[src/rtl/instr_decode.sv]
// RV32I decode stage: single-entry IF/ID register with valid/ready, stall and flush.
// Optional ID_PERF_CNT_EN adds decode_cnt, a wrapping count of non-flushed transfers.
module instr_decode #(
    parameter int unsigned XLEN   = 32,
    parameter logic [31:0] RST_PC = 32'h0000_0000
) (
    input  logic            clk,
    input  logic            rst,
    input  logic [31:0]     instrCode,
    input  logic [XLEN-1:0] pc_in,
    input  logic            in_valid,
    output logic            in_ready,
    input  logic            flush,
    output logic            out_valid,
    input  logic            out_ready,
    output logic [XLEN-1:0] pc_out,
    output logic [31:0]     instr_out,
    output logic [6:0]      opcode,
    output logic [4:0]      rd,
    output logic [4:0]      rs1,
    output logic [4:0]      rs2,
    output logic [2:0]      funct3,
    output logic [6:0]      funct7,
    output logic [31:0]     imm,
`ifdef ID_PERF_CNT_EN
    output logic [31:0]     decode_cnt,
`endif
    output logic [2:0]      fmt,
    output logic            illegal
);

    localparam logic [6:0] OP_R      = 7'b0110011;
    localparam logic [6:0] OP_IMM    = 7'b0010011;
    localparam logic [6:0] OP_LOAD   = 7'b0000011;
    localparam logic [6:0] OP_JALR   = 7'b1100111;
    localparam logic [6:0] OP_STORE  = 7'b0100011;
    localparam logic [6:0] OP_BRANCH = 7'b1100011;
    localparam logic [6:0] OP_LUI    = 7'b0110111;
    localparam logic [6:0] OP_AUIPC  = 7'b0010111;
    localparam logic [6:0] OP_JAL    = 7'b1101111;

    localparam logic [2:0] FMT_R   = 3'd0;
    localparam logic [2:0] FMT_I   = 3'd1;
    localparam logic [2:0] FMT_S   = 3'd2;
    localparam logic [2:0] FMT_B   = 3'd3;
    localparam logic [2:0] FMT_U   = 3'd4;
    localparam logic [2:0] FMT_J   = 3'd5;
    localparam logic [2:0] FMT_ILL = 3'd7;

    logic            out_valid_q;
    logic [XLEN-1:0] pc_q;
    logic [31:0]     instr_q;
    logic [4:0]      rd_q, rd_d;
    logic [4:0]      rs1_q, rs1_d;
    logic [4:0]      rs2_q, rs2_d;
    logic [31:0]     imm_q, imm_d;
    logic [2:0]      fmt_q, fmt_d;
    logic            illegal_q, illegal_d;
    logic            xfer;

    logic [31:0] i;
    assign i = instrCode;

    // Combinational decode of the incoming word; registered only on transfer.
    always_comb begin
        rd_d      = 5'd0;
        rs1_d     = 5'd0;
        rs2_d     = 5'd0;
        imm_d     = 32'd0;
        fmt_d     = FMT_ILL;
        illegal_d = 1'b1;
        case (i[6:0])
            OP_R: begin
                fmt_d = FMT_R; illegal_d = 1'b0;
                rd_d = i[11:7]; rs1_d = i[19:15]; rs2_d = i[24:20];
            end
            OP_IMM, OP_LOAD, OP_JALR: begin
                fmt_d = FMT_I; illegal_d = 1'b0;
                rd_d = i[11:7]; rs1_d = i[19:15];
                imm_d = {{20{i[31]}}, i[31:20]};
            end
            OP_STORE: begin
                fmt_d = FMT_S; illegal_d = 1'b0;
                rs1_d = i[19:15]; rs2_d = i[24:20];
                imm_d = {{20{i[31]}}, i[31:25], i[11:7]};
            end
            OP_BRANCH: begin
                fmt_d = FMT_B; illegal_d = 1'b0;
                rs1_d = i[19:15]; rs2_d = i[24:20];
                imm_d = {{19{i[31]}}, i[31], i[7], i[30:25], i[11:8], 1'b0};
            end
            OP_LUI, OP_AUIPC: begin
                fmt_d = FMT_U; illegal_d = 1'b0;
                rd_d = i[11:7];
                imm_d = {i[31:12], 12'b0};
            end
            OP_JAL: begin
                fmt_d = FMT_J; illegal_d = 1'b0;
                rd_d = i[11:7];
                imm_d = {{11{i[31]}}, i[31], i[19:12], i[20], i[30:21], 1'b0};
            end
            default: ;
        endcase
        // All-zero / all-one words are explicitly illegal whatever the opcode map says.
        if (i == 32'h0000_0000 || i == 32'hFFFF_FFFF) begin
            rd_d = 5'd0; rs1_d = 5'd0; rs2_d = 5'd0;
            imm_d = 32'd0; fmt_d = FMT_ILL; illegal_d = 1'b1;
        end
    end

    assign in_ready = !out_valid_q || out_ready;
    assign xfer     = in_valid && in_ready;

    always_ff @(posedge clk or negedge rst) begin
        if (!rst) begin
            out_valid_q <= 1'b0;
            pc_q        <= RST_PC[XLEN-1:0];
            instr_q     <= 32'd0;
            rd_q        <= 5'd0;
            rs1_q       <= 5'd0;
            rs2_q       <= 5'd0;
            imm_q       <= 32'd0;
            fmt_q       <= FMT_R;
            illegal_q   <= 1'b0;
        end else if (flush) begin
            out_valid_q <= 1'b0;
        end else if (xfer) begin
            out_valid_q <= 1'b1;
            pc_q        <= pc_in;
            instr_q     <= instrCode;
            rd_q        <= rd_d;
            rs1_q       <= rs1_d;
            rs2_q       <= rs2_d;
            imm_q       <= imm_d;
            fmt_q       <= fmt_d;
            illegal_q   <= illegal_d;
        end else if (out_ready && out_valid_q) begin
            out_valid_q <= 1'b0;
        end
    end

`ifdef ID_PERF_CNT_EN
    logic [31:0] cnt_q;
    always_ff @(posedge clk or negedge rst) begin
        if (!rst) begin
            cnt_q <= 32'd0;
        end else if (xfer && !flush) begin
            cnt_q <= cnt_q + 32'd1;
        end
    end
    assign decode_cnt = cnt_q;
`endif

    assign out_valid = out_valid_q;
    assign pc_out    = pc_q;
    assign instr_out = instr_q;
    assign opcode    = instr_q[6:0];
    assign funct3    = instr_q[14:12];
    assign funct7    = instr_q[31:25];
    assign rd        = rd_q;
    assign rs1       = rs1_q;
    assign rs2       = rs2_q;
    assign imm       = imm_q;
    assign fmt       = fmt_q;
    assign illegal   = illegal_q;

endmodule

[config.mk]
export PLATFORM = sky130hd
export DESIGN_NAME = instr_decode
export DESIGN_NICKNAME = d
export VERILOG_FILES = /design/src/rtl/instr_decode.sv
export SDC_FILE = /design/constraint.sdc
export NUM_CORES = 1
export LEC_CHECK = 0
export ABC_AREA = 1
export ABC_CLOCK_PERIOD_IN_PS = 1400
export BUFFER_PORTS_ARGS = -buffer_cell sky130_fd_sc_hd__buf_4
export CAP_MARGIN = 20
export CORE_MARGIN = 2
export CORE_UTILIZATION = 45
export CTS_CLUSTER_SIZE = 24
export DETAILED_ROUTE_END_ITERATION = 10
export GPL_ROUTABILITY_DRIVEN = 0
export GPL_TIMING_DRIVEN = 0
export PLACE_DENSITY = 0.75
export SYNTH_ARGS = -nofsm -noshare
export SYNTH_HDL_FRONTEND = slang
export SYNTH_SLANG_ARGS = --single-unit
[constraint.sdc]
create_clock -name clk -period 1.4 [get_ports clk]
set_input_delay 0.28 -clock clk [delete_from_list [all_inputs] [get_ports clk]]
set_output_delay 0.28 -clock clk [all_outputs]
set_load 0.1 [all_outputs]
* Word level (Yosys, flattened, before mapping)
Index checks and enable logic that the tools add are counted.
** Word-level totals
- Register bits :: 116
- Latch bits :: 0
- Memory bits (writable) :: 0
- ROM bits :: 0
- Input port bits :: 69
- Output and inout bits :: 134
- Logic and storage cells :: 49
- Memories kept :: 0
** Cells by class
- $add $sub $neg :: 0
- $mul :: 0
- Divide/modulo/power cells :: 0
- Order comparisons :: 0
- Equality and inequality tests :: 10
- Shift operators :: 0
- Multiplexer cells :: 15
- Bitwise gates (word level) :: 1
- Reductions and logical operators :: 14
** Operators with widths (count)
- $pmux 32 s5 :: 1
- $eq 32x32->1 const B :: 1
- $logic_not 32->1 :: 1
- $mux 32 :: 1
- $mux 5 :: 6
- $eq 7x6->1 const B :: 3
- $eq 7x7->1 const B :: 3
- $pmux 3 s6 :: 1
- $eq 7x5->1 const B :: 2
- $reduce_or 9->1 :: 1
- $eq 7x2->1 const B :: 1
- $reduce_or 7->1 :: 1
- $reduce_or 3->1 :: 2
- $reduce_or 6->1 :: 1
- $mux 1 :: 5
- $mux 3 :: 1
- $reduce_bool 3->1 :: 1
- $logic_and 1x1->1 :: 2
- $logic_or 1x1->1 :: 2
- $reduce_and 2->1 :: 1
- $reduce_or 2->1 :: 1
- $logic_not 1->1 :: 1
- $not 1->1 :: 1

* Longest topological paths before layout
- Word-level depth :: 5
- Gate-level depth with buffers :: 10
- Gate-level depth less buffers :: 9

* Worst setup path after synthesis
Ideal clock, no wire load.
- Kind :: register -> register
- Start :: register out_valid_q, in the netlist out_valid
- End :: register out_valid_q, in the netlist out_valid
- Library setup time :: 0.083 ns
- Data arrival time :: 1.786 ns
- Data required time :: 1.317 ns
- Slack :: -0.469 ns
- Stages on the path, launching flop included :: 5
- Path buffers :: 0
- Clock period less this slack :: 1.869 ns
- Cell sequence :: dfrtp_1 > inv_1 > nor2_1 > inv_1 > a21oi_1
** Between the ends
- Cells in the longest elaborated chain, start to end :: 5
- Elaborated cells on any way between the ends :: 7
- Classes of those cells :: 2 x mux; 5 x reduce/logical
** RTL lines
- from (decl) :: RTL line 50 : logic out_valid_q;
- from (signal assigned) :: RTL line 116 : out_valid_q <= 1'b0;
- from (signal assigned) :: RTL line 126 : out_valid_q <= 1'b0;
- from (signal assigned) :: RTL line 128 : out_valid_q <= 1'b1;
- $logic_not 1->1 * :: RTL line 111 : assign in_ready = !out_valid_q || out_ready;
- $logic_or 1x1->1 * :: RTL line 111
- named net in_ready :: RTL line 12 : output logic in_ready,
- $logic_and 1x1->1 * :: RTL line 112 : assign xfer = in_valid && in_ready;
- $mux 1 :: RTL line 127 : end else if (xfer) begin
- $mux 1 :: RTL line 125 : end else if (flush) begin
The timed path passes the listed nets; every way through them passes the cells marked *.
A chain may end at the register's enable or synchronous reset.

* Worst setup path after layout
- Start :: register out_valid_q, in the netlist out_valid
- End :: register rs2_q[3], in the netlist rs2[3]
** Between the ends
- Cells in the longest elaborated chain, start to end :: 4
** RTL lines
- $logic_not 1->1 :: RTL line 111
- $logic_or 1x1->1 :: RTL line 111
- $logic_and 1x1->1 :: RTL line 112
- $reduce_and 2->1 (no source line)
- to (signal assigned) :: RTL line 133 : rs2_q <= rs2_d;
- to (decl) :: RTL line 55 : logic [4:0] rs2_q, rs2_d;
No other way between the ends.

==> qor.csv <==
stage,metric,value,unit
floorplan,DIE WIDTH,111,um
floorplan,Top Ports,203,
logic_synthesis,XOR/XNOR Fraction of Synth Area,0,
logic_synthesis,largest family of logic cells by synthesized area,simple AND/OR/NAND/NOR gates,
finish,"commonest non-fill, non-tap cell in the layout",nand2_1,
logic_synthesis,syn_area_per_cell,8.18,um^2
finish,most frequent cells in the layout,"nand2_1, buf_4, dfrtp_1, nand2_2, buf_6",
logic_synthesis,Post-synth top flop,dfrtp_1,
floorplan,Die Ht,111,um
placement,hpwl dp,11000,um
logic_synthesis,Post-synth EDFFs,0,
finish,Area Overhead vs Synth,78.0,%
global_routing,vias in the first global route,5235,
logic_synthesis,Synth Instances,625,
logic_synthesis,count of cell types in the netlist,22,
clocking,Num CTS Buffers,17,
worst_setup_path,CP Data Arrival Time,1.85,ns
worst_setup_path,Critical Path End Type,register,
placement,setup slack after placement,-0.183,ns
sta,Clock Skews,0.00955,ns
placement,port buffer count,201,
sta,final-report max-slew violation count,0,
logic_synthesis,Synth Area in Simple Gates,0.345,
logic_synthesis,#FFs+latches synth,116,
finish,n_diodes,0,
finish,nets@finish,947,
finish,Final Core Density,0.829,
sta,WHS,0.0485,ns
hold_path,Min-Delay Path Class,in2reg,
worst_setup_path,crit path max-delay cell type,dfrtp_4,
worst_setup_path,Slowest Stage Delay on Critical Path,0.49,ns
worst_setup_path,Worst setup SP type,register,
worst_setup_path,critical-path cell list,"inv_4, nor2_4, buf_6, nor3_4, inv_2, buf_12, clkbuf_16, nand2_1, o21ai_2",
job,MaxCap Viol Count,0,
logic_synthesis,compound-gate portion of the synthesized area,0.0213,
global_routing,GRT overflow,0,
logic_synthesis,Post-Syn Nets,694,
route,detailed router's first-iteration violation count,425,
power,sequential share of power,0.287,
global_routing,largest net degree at the start of global routing,91,
finish,share of cells above drive strength 1,0.529,
worst_setup_path,critical-path maximum fanout,9,
route,Post-DRT Antenna Nets,0,
sta,Setup TNS,-11.91,ns
sta,# setup viols final,123,
power,PwrDens,1530,nW/um^2
sta,final hold violations,0,
sta,crit share post-route,1.13,
finish,post-route cell area,9100,um^2
sta,fin crit period,1.59,ns
route,drt via density,5.16,
logic_synthesis,ys async rst share,1.00,
route,Residual DRC,0,
power,Clk pwr share,0.317,
clocking,TritonCTS clock tree,done,
clocking,clk_lat worst skew,0.41,ns
power,Comb pwr share,0.396,
run_status,failing checks,setup timing,
route,wire length per cell,17.9,um
logic_synthesis,yosys warns,0,
placement,placed cells,967,
worst_setup_path,Crit Path Class,reg2reg,
power,Total Power,13.9,mW
logic_synthesis,"Seq/Total Area, Yosys",0.568,
power,Sw Pwr,5.79,mW
sta,Max Freq,631,MHz
route,Vias,5324,
sta,fin worst setup slack,-0.186,ns
logic_synthesis,mux contribution to synthesized area,0,
power,Switching Share,0.415,
route,TritonRoute pass-1 iters,5,
global_routing,first-pass GRT wire length,26300,um
finish,Non-Filler Instances,1031,
placement,Placed Area,7090,um^2
route,Routed WL,18500,um
logic_synthesis,Synth Area in Adders,0,
clocking,Max Root-Sink Buffers,2,
worst_setup_path,Worst EP required,1.67,ns
worst_setup_path,CP top delay family,buffers and inverters,
sta,normalized max-slew margin,0.561,
floorplan,Initial Utilization,0.465,
floorplan,FP Rows,38,
power,static leakage,5.09,nW
floorplan,DIE AREA,12200,um^2
clocking,Clock Pin Slew Worst Setup and Hold Paths,0.05,ns
power,maximum VDD drop,1270,uV
clocking,Sink Count,116,
sta,RSZ-0062 raised after global routing,yes,
clocking,CTS root buffer,clkbuf_16,
global_routing,initial antenna violation count,0,
sta,worst slew pin tran,0.656,ns
clocking,H-tree depth,4,
logic_synthesis,Post-Syn Area,5110,um^2
power,Pint,8.15,mW
global_routing,GR Util All Layers,0.272,
floorplan,Core ar.,11000,um^2
run_status,outcome,"finished, violations left",
worst_setup_path,CP Buf/Inv Count,5,
-- cell usage after synthesis, types with 3 or more instances --
cell,instances,area [um^2]
buf_2,18,90.1
buf_4,18,135
clkbuf_1,9,33.8
dfrtp_1,116,2900
inv_1,15,56.3
inv_2,3,11.3
nand2_1,351,1320
nand2_2,10,62.6
nand2_4,3,33.8
nand3_1,35,175
nor2_1,15,56.3
nor2_4,3,33.8
o21ai_0,16,80.1
-- cell families (layout without fill, tap and decap cells) --
family	after synthesis	in the layout
and+or+nand+nor	424	424
DFF	116	116
buffers and inverters	64	330
AOI/OAI and AO/OA	21	21
-- layout make-up --
type | count | area [um^2]
fill | 633 | 1880
inverter | 18 | 73.8
tap | 140 | 175
clock buffer | 23 | 478
buffer | 42 | 559
multi-input combinational | 445 | 2350
timing repair buffer | 238 | 2400
clock inverter | 9 | 126
sequential | 116 | 2930
-- final timing paths --
path | cells past startpoint | startpoint | end | slack, ns
max | 9 | out_valid$_DFFE_PN0P_ | rs2[3]$_DFFE_PN0P_ | -0.19
max reg2reg | 9 | out_valid$_DFFE_PN0P_ | rs2[3]$_DFFE_PN0P_ | -0.19
max in group asynchronous | 3 | rst | instr_out[14]$_DFFE_PN0P_ | 0.34
min reg2reg | 2 | imm[18]$_DFFE_PN0P_ | imm[18]$_DFFE_PN0P_ | 0.48
min in group asynchronous | 2 | rst | out_valid$_DFFE_PN0P_ | 0.31
min | 2 | flush | out_valid$_DFFE_PN0P_ | 0.05
-- sequential cells by signal, indices dropped and copies added, names as in the netlist --
signal / count
rs1: 5
illegal: 1
fmt: 3
rs2: 5
out_valid: 1
rd: 5
pc_out: 32
imm: 32
instr_out: 32
-- power by group through the flow --
stage	registers [mW]	logic (mW)	clock network (mW)
after CTS	3.95	5.20	4.44
after global routing	4.03	5.67	4.65
after global placement	3.95	4.73	0
after floorplan	6.41	1.17	0
after detailed placement	3.97	4.77	0
final	4.00	5.52	4.42
-- metal layers --
layer / vias to the layer above / track usage / wire length [um]
met5: - / 0 / 0
met4: 0 / 0.113 / 486
met3: 42 / 0.0796 / 1200
met2: 261 / 0.461 / 9550
met1: 2592 / 0.325 / 7230
li1: 2429 / - / -
-- timing repair --
action / in CTS / in global routing
resized for setup: 121 / 147
pin swaps: 10 / 49
buffers inserted: 13 / 9
hold buffers: 1 / 0
hold endpoints to repair: 26 / 0
gates cloned: 4 / 10
endpoints found under the setup margin: 118 / 149
Power figures use the tool's default switching activity.
